## config.mk

```make
export PLATFORM = sky130hd
export DESIGN_NAME = seq_multiplier
export DESIGN_NICKNAME = d
export VERILOG_FILES = /design/src/rtl/mul_pkg.sv /design/src/rtl/seq_mul_addsub.sv /design/src/rtl/seq_multiplier.sv
export SDC_FILE = /design/constraint.sdc
export NUM_CORES = 1
export LEC_CHECK = 0
export ABC_AREA = 1
export CAP_MARGIN = 20
export CORE_MARGIN = 8
export CORE_UTILIZATION = 59
export DETAILED_ROUTE_END_ITERATION = 6
export DONT_BUFFER_PORTS = 1
export GPL_TIMING_DRIVEN = 0
export PLACE_DENSITY = 0.78
export SLEW_MARGIN = 25
export SYNTH_ARGS = -nofsm -noshare
export SYNTH_HDL_FRONTEND = slang
export SYNTH_SLANG_ARGS = --single-unit
export TNS_END_PERCENT = 30
```

## constraint.sdc

```tcl
create_clock -name clk -period 3.1 [get_ports clk]
set_input_delay 0.155 -clock clk [delete_from_list [all_inputs] [get_ports clk]]
set_output_delay 0.155 -clock clk [all_outputs]
set_load 0.05 [all_outputs]
```

## src/rtl/mul_pkg.sv

```systemverilog
// Shared types and constants for the sequential shift-add / Booth multiplier.
package mul_pkg;

    typedef enum logic [1:0] {
        IDLE = 2'd0,
        RUN  = 2'd1,
        DONE = 2'd2
    } state_e;

    typedef enum logic [1:0] {
        BOOTH_NOP = 2'd0,
        BOOTH_ADD = 2'd1,
        BOOTH_SUB = 2'd2
    } booth_op_e;

    localparam logic MODE_UNSIGNED = 1'b0;
    localparam logic MODE_SIGNED   = 1'b1;

    // Unsigned mode adds on a set LSB; signed mode uses the radix-2 Booth pair.
    function automatic booth_op_e booth_decode(input logic mode,
                                               input logic p0,
                                               input logic qm1);
        booth_op_e res;
        res = BOOTH_NOP;
        if (mode == MODE_UNSIGNED) begin
            res = p0 ? BOOTH_ADD : BOOTH_NOP;
        end else begin
            case ({p0, qm1})
                2'b01:   res = BOOTH_ADD;
                2'b10:   res = BOOTH_SUB;
                default: res = BOOTH_NOP;
            endcase
        end
        return res;
    endfunction

endpackage

```

## src/rtl/seq_mul_addsub.sv

```systemverilog
// Combinational (WIDTH+1)-bit add/subtract used by each multiplier iteration.
module seq_mul_addsub
    import mul_pkg::*;
#(
    parameter int WIDTH = 32
) (
    input  logic [WIDTH:0] acc_i,
    input  logic [WIDTH:0] mcand_i,
    input  booth_op_e      op_i,
    output logic [WIDTH:0] sum_o
);

    always_comb begin
        sum_o = acc_i;
        case (op_i)
            BOOTH_ADD: sum_o = acc_i + mcand_i;
            BOOTH_SUB: sum_o = acc_i - mcand_i;
            default:   sum_o = acc_i;
        endcase
    end

endmodule

```

## src/rtl/seq_multiplier.sv

```systemverilog
// Sequential multiplier: one shift-add (unsigned) or Booth (signed) step per cycle,
// start/busy/done handshake, result held until the next accepted start.
module seq_multiplier
    import mul_pkg::*;
#(
    parameter int WIDTH = 32,
    parameter int CNT_W = $clog2(WIDTH + 1)
) (
    input  logic                 clk,
    input  logic                 rst_n,
    input  logic                 start,
    input  logic                 signed_mode,
    input  logic [WIDTH-1:0]     multiplicand,
    input  logic [WIDTH-1:0]     multiplier,
    output logic                 busy,
    output logic                 done,
    output logic [2*WIDTH-1:0]   product,
    output logic [WIDTH-1:0]     hi,
    output logic [WIDTH-1:0]     lo
);

    state_e           state_q, state_d;
    logic [WIDTH:0]   acc_q, acc_d;
    logic [WIDTH:0]   mcand_q, mcand_d;
    logic [WIDTH-1:0] preg_q, preg_d;
    logic             qm1_q, qm1_d;
    logic             mode_q, mode_d;
    logic [CNT_W-1:0] cnt_q, cnt_d;
    logic [WIDTH:0]   sum;
    logic             shift_msb;
    logic             accept;
    booth_op_e        op;

    assign accept = start && ((state_q == IDLE) || (state_q == DONE));
    assign op     = booth_decode(mode_q, preg_q[0], qm1_q);

    seq_mul_addsub #(
        .WIDTH (WIDTH)
    ) u_addsub (
        .acc_i   (acc_q),
        .mcand_i (mcand_q),
        .op_i    (op),
        .sum_o   (sum)
    );

    always_ff @(posedge clk or negedge rst_n) begin
        if (!rst_n) begin
            state_q <= IDLE;
        end else begin
            state_q <= state_d;
        end
    end

    always_comb begin
        state_d = state_q;
        case (state_q)
            IDLE:    if (accept) state_d = RUN;
            RUN:     if (cnt_q == CNT_W'(1)) state_d = DONE;
            DONE:    state_d = accept ? RUN : IDLE;
            default: state_d = IDLE;
        endcase
    end

    always_comb begin
        busy = (state_q == RUN);
        done = (state_q == DONE);
    end

    always_comb begin
        acc_d     = acc_q;
        preg_d    = preg_q;
        qm1_d     = qm1_q;
        mode_d    = mode_q;
        mcand_d   = mcand_q;
        cnt_d     = cnt_q;
        shift_msb = 1'b0;
        if (accept) begin
            acc_d   = '0;
            preg_d  = multiplier;
            qm1_d   = 1'b0;
            mode_d  = signed_mode;
            mcand_d = (signed_mode == MODE_SIGNED) ? {multiplicand[WIDTH-1], multiplicand}
                                                   : {1'b0, multiplicand};
            cnt_d   = CNT_W'(WIDTH);
        end else if (state_q == RUN) begin
            // Signed mode shifts arithmetically; unsigned shifts a zero in above the carry.
            shift_msb = (mode_q == MODE_SIGNED) ? sum[WIDTH] : 1'b0;
            acc_d     = {shift_msb, sum[WIDTH:1]};
            preg_d    = {sum[0], preg_q[WIDTH-1:1]};
            qm1_d     = preg_q[0];
            cnt_d     = cnt_q - 1'b1;
        end
    end

    always_ff @(posedge clk or negedge rst_n) begin
        if (!rst_n) begin
            acc_q   <= '0;
            preg_q  <= '0;
            qm1_q   <= 1'b0;
            mode_q  <= 1'b0;
            mcand_q <= '0;
            cnt_q   <= '0;
        end else begin
            acc_q   <= acc_d;
            preg_q  <= preg_d;
            qm1_q   <= qm1_d;
            mode_q  <= mode_d;
            mcand_q <= mcand_d;
            cnt_q   <= cnt_d;
        end
    end

    assign hi      = acc_q[WIDTH-1:0];
    assign lo      = preg_q;
    assign product = {hi, lo};

endmodule

```

Word-level counts from Yosys, hierarchy flattened
Index checks and enable logic that the tools add are counted.

Input bits: 68. Output and inout port bits: 130. Logic and storage cells: 42. Register bits after elaboration: 108.

Reduce and logical (&&, ||, !) cells: 5. Add/subtract/negate cells: 3. Equal/unequal tests: 9. Muxes and demuxes: 18.

Operators with widths (number): two-way mux 33 bit (3); one-hot mux 33 bit (2 select lines) (1); two-way mux 32 bit (2); adder 33 bit (1); subtractor 33 bit (1); two-way mux 6 bit (2); == test 2 x 1 -> 1 bit (second input constant) (3); == test 2 bit (second input constant) (3); == test 6 x 1 -> 1 bit (second input constant) (1); two-way mux 2 bit (3); one-hot mux 2 bit (3 select lines) (1); subtractor 6 x 1 -> 6 bit (second input constant) (1); two-way mux 1 bit (5); one-hot mux 2 bit (2 select lines) (1); zero test 2 bit (1); != test 2 x 1 -> 1 bit (second input constant) (1); != test 2 bit (second input constant) (1); AND reduction 2 bit (1); nonzero test 2 bit (1); logical AND 1 bit (1); logical OR 1 bit (1).

Depth between registers and ports, before layout
Depth after elaboration: 8. Mapped depth: 26. Depth with buffers taken out: 26.

By module
Synthesis repeated with hierarchy kept, for this count alone.

Cell total of the unflattened synthesis: 1469. Area, all modules: 9178.8 µm².

By module, submodules not included: seq_multiplier (area each 5237.5 µm², cells an instance 640, instances 1, seq. area each 2702.6 µm²); seq_mul_addsub (area each 3941.3 µm², cells an instance 829, instances 1, seq. area each 0.0 µm²).

Worst setup path after synthesis
OpenSTA, ideal clock, no wires.

Path type: reg2reg. From: reg preg_q[0], in the netlist lo[0]. To: reg acc_q[32]. Buffers on the path: 1. Setup slack: -0.377 ns. Stages on the path, launching flop included: 25. Arrival time: 3.354 ns. Required time: 2.977 ns. Clock period less this slack: 3.477 ns. Library setup time: 0.123 ns. Cells stage by stage: dfrtp_1 -> inv_1 -> nor3_1 -> ha_1 -> clkbuf_1 -> inv_2 -> nand2_1 -> o21ai_2 -> a21oi_2 -> o21ai_1 -> xor2_1 -> inv_1 -> ha_1 -> nand2_1 -> inv_1 -> nand2_1 -> nand2_1 -> a21oi_1 -> nand2_1 -> a21oi_1 -> nand2_1 -> nand3_1 -> nand2_1 -> nand4_1 -> nand2_1.

Longest elaborated chain between the ends: 8. Elaborated cells between the ends (all ways): 11. Those cells by class: 4 x eq/ne; 7 x mux.

Ends and longest elaborated chain: start, declared (RTL line seq_multiplier.sv:25) `logic [WIDTH-1:0] preg_q, preg_d;`; start signal, assigned (RTL line seq_multiplier.sv:105) `preg_q <= preg_d;`; == test 2 bit / == test 2 x 1 -> 1 bit (equally long branches) (RTL line mul_pkg.sv:28) `case ({p0, qm1})`; one-hot mux 2 bit (2 select lines) (RTL line mul_pkg.sv:28); two-way mux 2 bit * (RTL line mul_pkg.sv:25) `if (mode == MODE_UNSIGNED) begin`; == test 2 bit / == test 2 x 1 -> 1 bit (equally long branches) (RTL line seq_mul_addsub.sv:15) `case (op_i)`; one-hot mux 33 bit (2 select lines) * (RTL line seq_mul_addsub.sv:15); two-way mux 1 bit * (RTL line seq_multiplier.sv:87) `shift_msb = (mode_q == MODE_SIGNED) ? sum[WIDTH] : 1'b0;`; two-way mux 33 bit * (RTL line seq_multiplier.sv:85) `end else if (state_q == RUN) begin`; two-way mux 33 bit * (RTL line seq_multiplier.sv:77) `if (accept) begin`; end signal, assigned (RTL line seq_multiplier.sv:97) `acc_q <= '0;`; end signal, assigned (RTL line seq_multiplier.sv:104) `acc_q <= acc_d;`; end, declared (RTL line seq_multiplier.sv:23) `logic [WIDTH:0] acc_q, acc_d;`.

Every way passes the cells marked *; elsewhere a longest branch is shown, timed or not. The select of a mux whose other input is x is not followed. A chain may end at the register's enable or synchronous reset.

Worst setup path in the final report
From: reg preg_q[0], in the netlist lo[0]. To: reg acc_q[28].

Longest elaborated chain between the ends: 7. Elaborated cells between the ends (all ways): 10. Those cells by class: 4 x eq/ne; 6 x mux.

Ends and longest elaborated chain (RTL line): == test 2 bit / == test 2 x 1 -> 1 bit (equally long branches) (mul_pkg.sv:28); one-hot mux 2 bit (2 select lines) (mul_pkg.sv:28); two-way mux 2 bit * (mul_pkg.sv:25); == test 2 bit / == test 2 x 1 -> 1 bit (equally long branches) (seq_mul_addsub.sv:15); one-hot mux 33 bit (2 select lines) * (seq_mul_addsub.sv:15); two-way mux 33 bit * (seq_multiplier.sv:85); two-way mux 33 bit * (seq_multiplier.sv:77).

Marked as above.

==> Implementation_results.wiki <==
{| class="wikitable"
! Metric !! Value
|-
| Pin count of the biggest net entering global routing || 109
|-
| Clock slew seen by the registers of the worst setup and hold paths || roughly 0.08 ns
|-
| Die outline area || 0.0181 sq mm
|-
| Min Tclk post-route || 3.50 ns
|-
| Final nets || around 1400
|-
| Final worst slack || -0.395 ns
|-
| Post-synthesis cell count || 1161
|-
| Number of buffers created by CTS || 9
|-
| Count of endpoints failing setup in the final report || 27
|-
| Post-route DRC violation count || 0
|-
| Vias per Instance || 5.91
|-
| Fraction of layout instances using a drive strength above 1 || 26.5%
|-
| Number of stages on the worst setup path || 17
|-
| Buffer type at the clock tree root || clkbuf_16
|-
| Overall via count from detail_route || 8612
|-
| Total Neg Setup Slack || -5.85 ns
|-
| Aggregate global routing overflow || 0
|-
| Final Hold Violating Endpoints || 0
|-
| Later-pin clock latency in the skew report || 0.36 ns
|-
| Detailed Route WL || 28300 um
|-
| F_max || 0.286 GHz
|-
| Half-perimeter wire length after placement || 18900 um
|-
| Synthesis warning total || 0
|-
| Synth-to-layout area growth || 28.4%
|-
| Worst clock skew || 0.00952 ns
|-
| Worst-case clock buffer depth || 2
|-
| Initial antenna violation count || 0
|-
| RePlAce Congestion || around 0.96
|-
| DRT iter0 DRCs || 801
|-
| Netlist cell types || 48
|-
| Worst path cell trace || o21ai_2, o21ai_2, ha_4, buf_6, nor2_1, xor2_1, ha_1, a21oi_1, o21ai_1, a21oi_1, o21ai_2, nand2_1, o21ai_2, nand2_1, nand2_1, o21ai_1, nand2_1
|-
| Number of max-capacitance violations reported || 0
|-
| Area of the mapped netlist || 0.00827 sq mm
|-
| Type of the worst setup path || flop to flop
|-
| Top Family by Delay on Critical Path || compound AO/OA/AOI/OAI gates
|-
| Cells on Worst Hold Path || 2
|-
| Per-instance average area after synthesis || around 7 sq um
|-
| Number of sinks driven by the clock tree || 108
|-
| Worst hold slack after final layout || 0.0220 ns
|-
| Worst path slowest cell || dfrtp_4
|-
| Synthesized flop and latch total || 108
|-
| Headroom to the max-slew limit || 38.9%
|-
| Worst endpoint required time || 3.35 ns
|-
| Std-Cell Rows || 43
|-
| Wire length per cell || about 19 um
|-
| Unrepaired setup endpoints after global routing || true
|-
| I/O Pins || 198
|-
| Number of I/O port buffers || 0
|-
| CTS tree || done
|-
| Nature of the critical path startpoint || flop
|-
| Outcome || finished with violations
|-
| Share of synthesized area occupied by flip-flops and latches || 32.7%
|-
| Data arrival, critical path || between 3 and 4 ns
|-
| GRT Util Overall || 30.0%
|-
| Antenna diode count || 0
|-
| Core area || 0.0138 sq mm
|-
| First-pass GRT wire length || 43300 um
|-
| Max-slew violation count || 0
|-
| Critical path's largest stage delay || approximately 0.60 ns
|-
| Worst min-delay path category || input pin to flop
|-
| Buf+Inv Stages, Crit Path || 1
|-
| Crit. End Element || flop
|-
| Register-to-register setup slack || -0.40 ns
|-
| Antenna Nets Post-Route || 0
|-
| Logic depth of the worst register-to-register path || 17
|-
| Number of levels in the clock H-tree || 3
|-
| Pre-antenna DRT Iters || 6
|-
| Maximum fanout encountered on the critical timing path || 10
|-
| Violated checks || negative setup slack
|-
| Syn nets || 1266
|-
| Final cycle utilization of the critical path || 113%
|-
| Least-Margin Pin Slew || 0.913 ns
|-
| Vias in the first global route || 8348
|-
| Final core utilization || 77.1%
|-
| Initial standard-cell utilization of the core || 60.0%
|-
| Die extent in x || 134 um
|-
| Die Height || 134 um
|}
[cells in the mapped netlist, drive strengths merged]
cell / number / area share [%]
o31ai: 1 / 0.091
o21a: 3 / 0.36
clkinv: 1 / 0.045
clkbuf: 30 / 1.4
inv: 145 / 6.6
nand2: 264 / 12
o22ai: 4 / 0.30
and2: 1 / 0.11
o211ai: 7 / 0.64
a31oi: 4 / 0.30
o41ai: 1 / 0.11
o21bai: 10 / 1.0
or2: 9 / 0.68
a21oi: 53 / 3.5
fa: 1 / 0.24
xnor2: 4 / 0.42
a21boi: 1 / 0.14
o311ai: 1 / 0.11
dfrtp: 108 / 33
o21ai: 164 / 10
mux2: 1 / 0.14
o221ai: 5 / 0.53
a21o: 3 / 0.27
nor3: 15 / 0.97
nor4: 4 / 0.30
nand3: 39 / 2.5
nor2: 100 / 5.0
ha: 36 / 5.4
xor2: 36 / 3.8
nand4: 8 / 0.61
buf: 102 / 9.1
[cell type report]
| type | instances | area (sq um) |
|---|---|---|
| well taps | 180 | 225 |
| clock inverters | 5 | 36.3 |
| multi-input cells | 775 | 5000 |
| clock buffers | 11 | 233 |
| flip-flops and latches | 108 | 2710 |
| plain buffers | 131 | 876 |
| repair buffers | 101 | 983 |
| fillers | 965 | 3160 |
| inverters | 146 | 556 |
[sequential cells by signal, summed over array words and instances, names as in the netlist]
| register | flops |
|---|---|
| acc_q | 33 |
| mcand_q | 33 |
| lo | 32 |
| cnt_q | 6 |
| state_q | 2 |
| mode_q | 1 |
| qm1_q | 1 |
[stage by stage]
step           setup slack, ns  instance area [sq um]  std cells
2_1_floorplan          0.00456                   8280       1161
3_5_place_dp            -0.740                   8510       1341
6_report                -0.395                  10600       1457
3_3_place_gp            -0.714                   8500       1341
5_1_grt                 -0.540                  10600       1457
4_1_cts                 -0.252                  10300       1450
[final timing paths]
path,from,to
max in group asynchronous,rst_n,acc_q[5]
worst min register to register,cnt_q[5],cnt_q[5]
min in group asynchronous,rst_n,lo[22]
worst max register to register,lo[0],acc_q[28]
worst max-delay path,lo[0],acc_q[28]
worst min-delay path,multiplier[31],lo[31]
[worst reg2reg max path: stages (launching register included)]
cell and delay, ns:
dfrtp_4 0.60, o21ai_2 0.20, o21ai_2 0.09, ha_4 0.22, buf_6 0.17, nor2_1 0.16, xor2_1 0.27, ha_1 0.35
a21oi_1 0.29, o21ai_1 0.19, a21oi_1 0.21, o21ai_2 0.10, nand2_1 0.13, o21ai_2 0.09, nand2_1 0.07, nand2_1 0.04
o21ai_1 0.15, nand2_1 0.06
[cell usage in the layout, fill, tap and decap left out, types with 8 or more instances in the layout]
cell           Yosys  layout
ha_4               0      18
clkbuf_16          0       9
dfrtp_1          108     107
nand2_2            9      26
nor2_4             3      11
nor2_1            91      72
a21oi_2            4      19
o21ai_1           19      24
a21oi_1           48      25
nand2_4            2      12
clkbuf_1          30      30
nor3_1            14       8
dlygate4sd3_1      0      65
nor2_2             6      17
o21ai_2            3      11
nand2_1          253     226
inv_1            134     129
a21oi_4            1       9
inv_2             11      15
o21ai_0          141     125
nand3_1           37      33
nand4_1            8       8
xor2_1            36      35
buf_4             96     124
ha_1              36      12
[timing repair]
item	4_1_cts	5_1_grt
setup endpoints to repair	29	29
cloned	1	0
hold buffers	66	0
pin swaps	63	37
resized for setup	128	75
hold endpoints to repair	173	0
setup buffers	26	8
[per-layer routing]
metal  vias to the layer above  global-route usage, %  part of all wire, %
met5                         -                      0                    0
met4                         0                   13.4                  4.2
met3                       105                   6.84                  8.7
met2                       507                   48.6                   48
met1                      4111                   37.4                   39
li1                       3889                      -                    -
[cell families after synthesis]
kind of cell | Yosys count | share of synthesized area, %
xor gates and xnor gates | 40 | 4.24
muxes | 1 | 0.136
and+or+nand+nor | 440 | 22.6
AOI/OAI and AO/OA | 257 | 17.6
buffers and inverters | 278 | 17.1
adders and majority gates | 37 | 5.69
DFF | 108 | 32.7
Power is not shown: default switching activity piles up to over one toggle a cycle in this logic, so the estimate is an artifact.
